### src/rtl/noc2_vr_packet_arbiter.sv
// -----------------------------------------------------------------------------
// noc2_vr_packet_arbiter
//
// Packet-atomic round-robin arbiter. It merges NUM_SRC val/rdy NoC2 request
// streams into one val/rdy stream that feeds the NoC-to-AXI4 bridge. When a
// header flit wins, the grant stays with that source until the last payload
// flit (header length field) has transferred.
//
// Ports
//   clk       in   core clock
//   reset     in   asynchronous, active-high reset
//   src_val   in   [NUM_SRC]            per-source flit valid
//   src_dat   in   [NUM_SRC*DATA_WIDTH] per-source flit, source i at [i*DATA_WIDTH +: DATA_WIDTH]
//   src_rdy   out  [NUM_SRC]            per-source ready
//   dst_val   out                       merged flit valid
//   dst_dat   out  [DATA_WIDTH]         merged flit
//   dst_rdy   in                        downstream ready
//   busy      out                       packet in progress (grant locked)
//   grant_id  out  [clog2(NUM_SRC)]     currently selected source
//
// Optional build macro: NOC2_ARB_OUT_REG_EN
//   Defined   : 2-entry output skid buffer; 1 cycle latency, src_rdy depends
//               only on buffer occupancy, FSM advances on source->buffer accept.
//   Undefined : zero-latency combinational path from selected source to dst.
//
// State     | meaning
// ----------+-------------------------------------------------------------
// ST_IDLE   | no packet open; round-robin search from rr_ptr for a header
// ST_BUSY   | grant locked to locked_id until remaining payload flits drain
// -----------------------------------------------------------------------------
module noc2_vr_packet_arbiter #(
   parameter int NUM_SRC    = 4,
   parameter int DATA_WIDTH = 64,
   parameter int LEN_MSB    = 29,
   parameter int LEN_LSB    = 22
) (
   input  logic                          clk,
   input  logic                          reset,
   input  logic [NUM_SRC-1:0]            src_val,
   input  logic [NUM_SRC*DATA_WIDTH-1:0] src_dat,
   output logic [NUM_SRC-1:0]            src_rdy,
   output logic                          dst_val,
   output logic [DATA_WIDTH-1:0]         dst_dat,
   input  logic                          dst_rdy,
   output logic                          busy,
   output logic [$clog2(NUM_SRC)-1:0]    grant_id
);

   localparam int ID_W  = $clog2(NUM_SRC);
   localparam int LEN_W = LEN_MSB - LEN_LSB + 1;

   typedef enum logic {
      ST_IDLE = 1'b0,
      ST_BUSY = 1'b1
   } state_t;

   state_t            state_q, state_d;
   logic [ID_W-1:0]   rr_ptr_q, rr_ptr_d;
   logic [ID_W-1:0]   locked_id_q, locked_id_d;
   logic [LEN_W-1:0]  remaining_q, remaining_d;

   logic [DATA_WIDTH-1:0] flit [NUM_SRC];
   logic [ID_W-1:0]       sel;
   logic                  sel_val;
   logic [DATA_WIDTH-1:0] sel_dat;
   logic [LEN_W-1:0]      hdr_len;
   logic                  out_rdy;   // ready offered to the selected source
   logic                  take;      // selected flit accepted this cycle
   logic                  out_val;
   logic [DATA_WIDTH-1:0] out_dat;
   logic                  found;
   int                    idx;

   function automatic logic [ID_W-1:0] wrap_inc(input logic [ID_W-1:0] v);
      if (v == ID_W'(NUM_SRC - 1)) begin
         return '0;
      end
      return v + ID_W'(1);
   endfunction

   always_comb begin
      for (int i = 0; i < NUM_SRC; i++) begin
         flit[i] = src_dat[i*DATA_WIDTH +: DATA_WIDTH];
      end
   end

   // Round-robin search starting at rr_ptr; with nothing valid, sel stays at
   // rr_ptr so grant_id reports the pointer.
   always_comb begin
      sel   = rr_ptr_q;
      found = 1'b0;
      idx   = 0;
      if (state_q == ST_BUSY) begin
         sel = locked_id_q;
      end else begin
         for (int k = 0; k < NUM_SRC; k++) begin
            idx = int'(rr_ptr_q) + k;
            if (idx >= NUM_SRC) begin
               idx = idx - NUM_SRC;
            end
            if (!found && src_val[idx]) begin
               sel   = ID_W'(idx);
               found = 1'b1;
            end
         end
      end
   end

   assign sel_val = src_val[sel];
   assign sel_dat = flit[sel];
   assign hdr_len = sel_dat[LEN_MSB:LEN_LSB];
   assign take    = sel_val & out_rdy;

`ifdef NOC2_ARB_OUT_REG_EN
   logic [DATA_WIDTH-1:0] buf_q [2];
   logic [1:0]            cnt_q;
   logic                  wr_ptr_q;
   logic                  rd_ptr_q;
   logic                  pop;

   assign out_rdy = (cnt_q != 2'd2);
   assign pop     = (cnt_q != 2'd0) & dst_rdy;
   assign out_val = (cnt_q != 2'd0);
   assign out_dat = buf_q[rd_ptr_q];

   always_ff @(posedge clk or posedge reset) begin
      if (reset) begin
         buf_q[0] <= '0;
         buf_q[1] <= '0;
         cnt_q    <= 2'd0;
         wr_ptr_q <= 1'b0;
         rd_ptr_q <= 1'b0;
      end else begin
         if (take) begin
            buf_q[wr_ptr_q] <= sel_dat;
            wr_ptr_q        <= ~wr_ptr_q;
         end
         if (pop) begin
            rd_ptr_q <= ~rd_ptr_q;
         end
         case ({take, pop})
            2'b10:   cnt_q <= cnt_q + 2'd1;
            2'b01:   cnt_q <= cnt_q - 2'd1;
            default: cnt_q <= cnt_q;
         endcase
      end
   end
`else
   assign out_rdy = dst_rdy;
   assign out_val = sel_val;
   assign out_dat = sel_dat;
`endif

   // Reset gates the outputs directly so they drop asynchronously even while
   // sources keep presenting valid flits.
   always_comb begin
      src_rdy  = '0;
      dst_val  = 1'b0;
      dst_dat  = '0;
      busy     = 1'b0;
      grant_id = '0;
      if (!reset) begin
         src_rdy[sel] = out_rdy;
         dst_val      = out_val;
         dst_dat      = out_dat;
         busy         = (state_q == ST_BUSY);
         grant_id     = sel;
      end
   end

   always_comb begin
      state_d     = state_q;
      rr_ptr_d    = rr_ptr_q;
      locked_id_d = locked_id_q;
      remaining_d = remaining_q;
      case (state_q)
         ST_IDLE: begin
            if (take) begin
               if (hdr_len == '0) begin
                  rr_ptr_d = wrap_inc(sel);
               end else begin
                  state_d     = ST_BUSY;
                  locked_id_d = sel;
                  remaining_d = hdr_len;
               end
            end
         end
         ST_BUSY: begin
            if (take) begin
               remaining_d = remaining_q - LEN_W'(1);
               if (remaining_q == LEN_W'(1)) begin
                  state_d  = ST_IDLE;
                  rr_ptr_d = wrap_inc(locked_id_q);
               end
            end
         end
         default: state_d = ST_IDLE;
      endcase
   end

   always_ff @(posedge clk or posedge reset) begin
      if (reset) begin
         state_q     <= ST_IDLE;
         rr_ptr_q    <= '0;
         locked_id_q <= '0;
         remaining_q <= '0;
      end else begin
         state_q     <= state_d;
         rr_ptr_q    <= rr_ptr_d;
         locked_id_q <= locked_id_d;
         remaining_q <= remaining_d;
      end
   end

endmodule

### config.mk
export PLATFORM = sky130hd
export DESIGN_NAME = noc2_vr_packet_arbiter
export DESIGN_NICKNAME = d
export VERILOG_FILES = /design/src/rtl/noc2_vr_packet_arbiter.sv
export SDC_FILE = /design/constraint.sdc
export NUM_CORES = 1
export LEC_CHECK = 0
export ABC_AREA = 1
export CAP_MARGIN = 40
export CORE_AREA = 3 3 130 132
export DETAILED_ROUTE_END_ITERATION = 16
export DIE_AREA = 0 0 133 135
export GPL_ROUTABILITY_DRIVEN = 0
export PLACE_DENSITY = 0.7
export SLEW_MARGIN = 15
export SYNTH_ARGS = -nofsm -noshare
export SYNTH_HDL_FRONTEND = slang
export SYNTH_SLANG_ARGS = --single-unit
export TNS_END_PERCENT = 1
### constraint.sdc
create_clock -name clk -period 12.05 [get_ports clk]
set_input_delay 3.615 -clock clk [delete_from_list [all_inputs] [get_ports clk]]
set_output_delay 3.615 -clock clk [all_outputs]
set_load 0.01 [all_outputs]
==> flow_summary.ini, run 1 <==
[cts]
cts_buffers = 3
clk_latency_ps = 250
clock_sinks = 13
holdBufCountCts = 0
htreeDepth = 1
clk_pin_slew_ps = 40
cts_tree = built
postCtsSetupBuffers = 0
cts_resized = 0
cts_root_buffer = clkbuf_16
cts_buffer_depth = 2

[logic_synthesis]
syn-num-nets = 1041
syn_area_um2 = 3704
synth_cell_type_count = 29
syn_area_per_cell_um2 = 4.804
ys_seq_elements = 13
synth_warnings = 0
synth_cells = 771
seq_area_frac_synth = 0.08784

[timing]
slew_viol_final = 0
fmax_mhz = 90.66
fin_ws_ps = 1019
fin_worst_skew_ps = 5.034
post-route-min-period_ps = 11030
setup_viol = 0
setup_tns_ps = 0
rsz0062_at_grt = no
hold_violations = 0
slew_headroom = 0.5041
finalCritPeriodShare = 0.9154
worst_pin_slew_ps = 743.1

[finish]
nets = 1330
fill_cells = 1699
final_util = 0.4572
regArea_um2 = 325.3
layout_commonest_cell = nand2_1
layout_common_cells = nand2_1 (428), clkdlybuf4s50_1 (334), nand3_1 (104)
multi_input_area_um2 = 2993
drive_gt1_frac = 0.02927
areaGrowthSynthToFinish_pct = 95.37

[routing]
vias = 6056
post_drt_wl_per_cell_um = 16.74
drc = 0
drt_iter0_drc = 510
firstDrtPassIters = 6
routed_wl_um = 21360
vias_per_cell = 4.746
antenna_left = 0

[floorplanning]
die-height_um = 135
row_count = 46
start_util = 0.2340
fp.dieArea_um2 = 17960
core_area_um2 = 15830
io_pins = 335
dieWidth_um = 133

[critical_path]
arrival_ps = 7420
cp-end-kind = output port
start_kind = primary input
worstPathMaxFanout = 53
critical_path_class = in -> out
critPathRequiredTime_ps = 8430

[global_routing]
grt-ovfl-total = 0
grt_pass1_vias = 5575
grt_max_degree = 79
antenna_found_initial = 1
grt_first_pass_wirelength_um = 31970
grtUsageTotal = 0.2208

[power_and_ir_drop]
p_per_area_nw_per_um2 = 225.8
ir_drop_mv = 0.1460
p_leak_nw = 3.262

[worst_hold_path]
hp-class = reg -> reg

[run]
cap_violations = 0

[placed_design]
port_buffers = 334
place_ws_ps = 1002
dpl.hpwl_um = 16600

[run_status]
run_status = complete, no violations
cells in the mapped netlist (all sizes together):
cell type | instances | area [um^2]
a21oi | 3 | 15.01
a31oi | 56 | 350.3
buf | 41 | 212.7
clkbuf | 19 | 71.32
dfrtp | 13 | 325.3
ha | 7 | 87.58
inv | 27 | 101.3
nand2 | 434 | 1664
nand3 | 105 | 530.5
nand3b | 4 | 30.03
nand4 | 3 | 18.77
nor2 | 32 | 137.6
nor3 | 1 | 5.000
nor4 | 2 | 12.51
o21ai | 18 | 93.84
or2 | 2 | 12.51
xnor2 | 1 | 8.760
xor2 | 3 | 26.28
registers in the layout, summed over array words and instances, names as in the netlist:
register,count
rr_ptr_q,2
state_q,1
locked_id_q,2
remaining_q,8
worst max-delay path, stage by stage:
cell and delay, ps:
clkdlybuf4s50_1 540, nand2_1 70, nand2_1 100, nand2_1 70, nand2_2 100, nand3_1 90, nand2_1 100, nand2_1 50
nand2_1 100, nand2_4 150, nand2_4 410, clkinv_2 650, buf_12 420, nand2_1 100, nand3_1 80, nand2_1 110
a31oi_1 90, clkdlybuf4s50_1 530
layout make-up:
type,count,area share
repair buffers,344,0.4786
diodes,1,0.0003458
flip-flops and latches,13,0.04496
inverters,27,0.01418
clock buffers,4,0.01089
multi-input cells,671,0.4136
well taps,216,0.03735
per-layer routing:
layer  global-route usage  up-vias  routed length, um
li1                     -     3068                  -
met4              0.03522        0                303
met1               0.2749     2723               8648
met3              0.06036       19               1817
met5                    0        -                  0
met2               0.3880      246              10590
stage by stage:
step	power, W	cell area, um^2	cells	hold WS, ps
2_1_floorplan	0.001008	3704	771	441.9
3_5_place_dp	0.001551	7127	1270	461.4
6_report	0.001633	7236	1276	469.5
5_1_grt	0.001804	7236	1276	528.5
3_3_place_gp	0.001552	7107	1269	455.6
4_1_cts	0.001626	7206	1274	471.6
path summary, 6_finish.rpt:
kind | startpoint | to | slack (ps) | depth (start not counted)
setup / recovery | src_val[0] | dst_dat[60] | 1020 | 18
hold / removal | remaining_q[1]$_DFFE_PP0P_ | remaining_q[1]$_DFFE_PP0P_ | 470 | 2
setup reg to reg | rr_ptr_q[0]$_DFFE_PP0P_ | rr_ptr_q[0]$_DFFE_PP0P_ | 8140 | 19
hold reg to reg | remaining_q[1]$_DFFE_PP0P_ | remaining_q[1]$_DFFE_PP0P_ | 470 | 2
max in group asynchronous | reset | rr_ptr_q[0]$_DFFE_PP0P_ | 7300 | 3
min in group asynchronous | reset | remaining_q[4]$_DFFE_PP0P_ | 4230 | 2
where the power goes:
group	internal (W)	total [W]	switching, W
registers	0.0000642	0.0000941	0.0000299
clock network	0.0000448	0.0000647	0.0000199
logic	0.000591	0.00147	0.000884
total	0.000700	0.00163	0.000934
cell families after synthesis:
kind of cell | synth area share
DFF | 0.08784
adders and majority gates | 0.02365
and+or+nand+nor | 0.6510
AOI/OAI and AO/OA | 0.1240
xor gates and xnor gates | 0.009461
buffers and inverters | 0.1040
Note: power is estimated with default switching activity, not from simulation.
==> run 2, diff against run 1 <==
==> constraint.sdc (replaced) <==
create_clock -name clk -period 12.05 [get_ports clk]
set_input_delay 3.615 -clock clk [delete_from_list [all_inputs] [get_ports clk]]
set_output_delay 3.615 -clock clk [all_outputs]
set_load 0.1 [all_outputs]
==> flow_summary.ini, run 2 (same netlist as run 1, synthesis figures left out) <==
[run_status]
run_status = complete, no violations

[critical_path]
critical_path_depth = 17
crit_buf_inv = 3
critPathRequiredTime_ps = 8430
cpLargestDelayFamily = simple AND/OR/NAND/NOR gates
start_kind = primary input
arrival_ps = 6850
critical_path_class = in -> out
cpMaxStageDelayCell = buf_4
cp-end-kind = output port
timing.critical_path.mode_cell = nand2_1
path_cells = clkdlybuf4s50_1 > nand2_1 > nand2_1 > nand2_1 > nand2_2 > nand3_1 > nand2_1 > nand2_1 > nand2_1 > nand2_4 > nand2_4 > buf_4 > nand2_1 > nand3_1 > nand2_1 > a31oi_1 > buf_12
worstRegToRegCells = 19
critPathMaxStageDelay_ps = 670
worstPathMaxFanout = 78

[finish]
fill_cells = 1584
top_register = remaining_q
largest_reg_flops = 8
areaGrowthSynthToFinish_pct = 112.9
nets = 1331
layout_common_cells = nand2_1 (428), clkdlybuf4s50_1 (265), nand3_1 (104)
finish.instance_area_um2 = 7886
layout_commonest_cell = nand2_1
drive_gt1_frac = 0.09528
reg_top3 = remaining_q (8), locked_id_q (2), rr_ptr_q (2)

[placed_design]
place_ws_ps = 1611
place_area_um2 = 7772
dpl.hpwl_um = 17060
port_buffers = 334

[cts]
clk_latency_ps = 240
clock_sinks = 13
cts_root_buffer = clkbuf_16
cts_buffer_depth = 2
cts_tree = built
htreeDepth = 1
cts_buffers = 3
postCtsSetupBuffers = 0
cts_resized = 0
holdBufCountCts = 0
clk_pin_slew_ps = 40

[global_routing]
grt_first_pass_wirelength_um = 32520
grt_pass1_vias = 5850
grtUsageTotal = 0.2253
grt-ovfl-total = 0
antenna_found_initial = 4
grt_max_degree = 90

[floorplanning]
io_pins = 335
start_util = 0.2340
core_area_um2 = 15830
fp.dieArea_um2 = 17960
dieWidth_um = 133
row_count = 46
die-height_um = 135

[routing]
antenna_left = 0
firstDrtPassIters = 7
post_drt_wl_per_cell_um = 16.69
drc = 0
vias_per_cell = 4.785
vias = 6120
routed_wl_um = 21350
drt_iter0_drc = 455

[timing]
fin_ws_ps = 1585
worst_pin_slew_ps = 778.6
rsz0062_at_grt = no
slew_headroom = 0.4809
finalCritPeriodShare = 0.8685
setup_tns_ps = 0
fin_worst_skew_ps = 2.504
hold_violations = 0
post-route-min-period_ps = 10470
setup_viol = 0
fmax_mhz = 95.55
slew_viol_final = 0

[power_and_ir_drop]
p_per_area_nw_per_um2 = 355.0
p_leak_nw = 3.608
ir_drop_mv = 0.2253

[worst_hold_path]
hold_depth = 2
hp-class = reg -> reg

[run]
cap_violations = 0
[run 2: cell types whose count changed in the layout (fill, tap and decap cells not counted), sizes merged]
cell and delta:
clkdlybuf4s50 -69, diode +2, buf +70
[run 2: worst register-to-register path, delay by kind of cell (launching register included)]
kind / cells / cell delay [ps]
DFF: 1 / 620
and+or+nand+nor: 16 / 2050
buffers and inverters: 2 / 610
AOI/OAI and AO/OA: 1 / 130
[run 2: worst paths after layout]
kind                                              end  slack (ps)                  startpoint
min in group asynchronous  remaining_q[7]$_DFFE_PP0P_        4820                       reset
hold / removal             remaining_q[1]$_DFFE_PP0P_         470  remaining_q[1]$_DFFE_PP0P_
max in group asynchronous     rr_ptr_q[1]$_DFFE_PP0P_        6880                       reset
setup reg to reg              rr_ptr_q[1]$_DFFE_PP0P_        8520     rr_ptr_q[0]$_DFFE_PP0P_
setup / recovery                          dst_dat[32]        1580                  src_val[0]
hold reg to reg            remaining_q[1]$_DFFE_PP0P_         470  remaining_q[1]$_DFFE_PP0P_
[run 2: area by class of cell]
cell class                      instances  area (um^2)  area share
Sequential cell                        13        325.3     0.04125
Antenna cell                            3        7.507   0.0009519
Timing Repair Buffer                  345         4109      0.5210
Inverter                               27        102.6     0.01301
Clock buffer                            4        78.83    0.009995
Multi-Input combinational cell        671         2993      0.3795
Tap cell                              216        270.3     0.03427
[run 2: metal layers]
layer / part of all wire / up-vias / global-route usage
met5: 0.00061 / - / 0
met4: 0.031 / 2 / 0.07217
met3: 0.092 / 34 / 0.06706
met2: 0.49 / 258 / 0.3880
met1: 0.38 / 2756 / 0.2692
li1: - / 3070 / -
[run 2: metrics by stage]
stage,hold WS (ps),total power (W),utilization,instances
2_1_floorplan,441.9,0.001871,-,771
3_3_place_gp,457.8,0.002700,0.4866,1268
3_5_place_dp,461.1,0.002721,0.4911,1271
4_1_cts,471.2,0.002793,0.4960,1275
5_1_grt,508.1,0.002978,0.4983,1279
6_report,470.3,0.002800,0.4983,1279
[run 2: report_power, final]
part           internal, W  switching [W]  leakage [nW]
logic             0.000832        0.00181          3.42
clock network    0.0000447      0.0000187        0.0382
registers        0.0000642      0.0000296         0.154
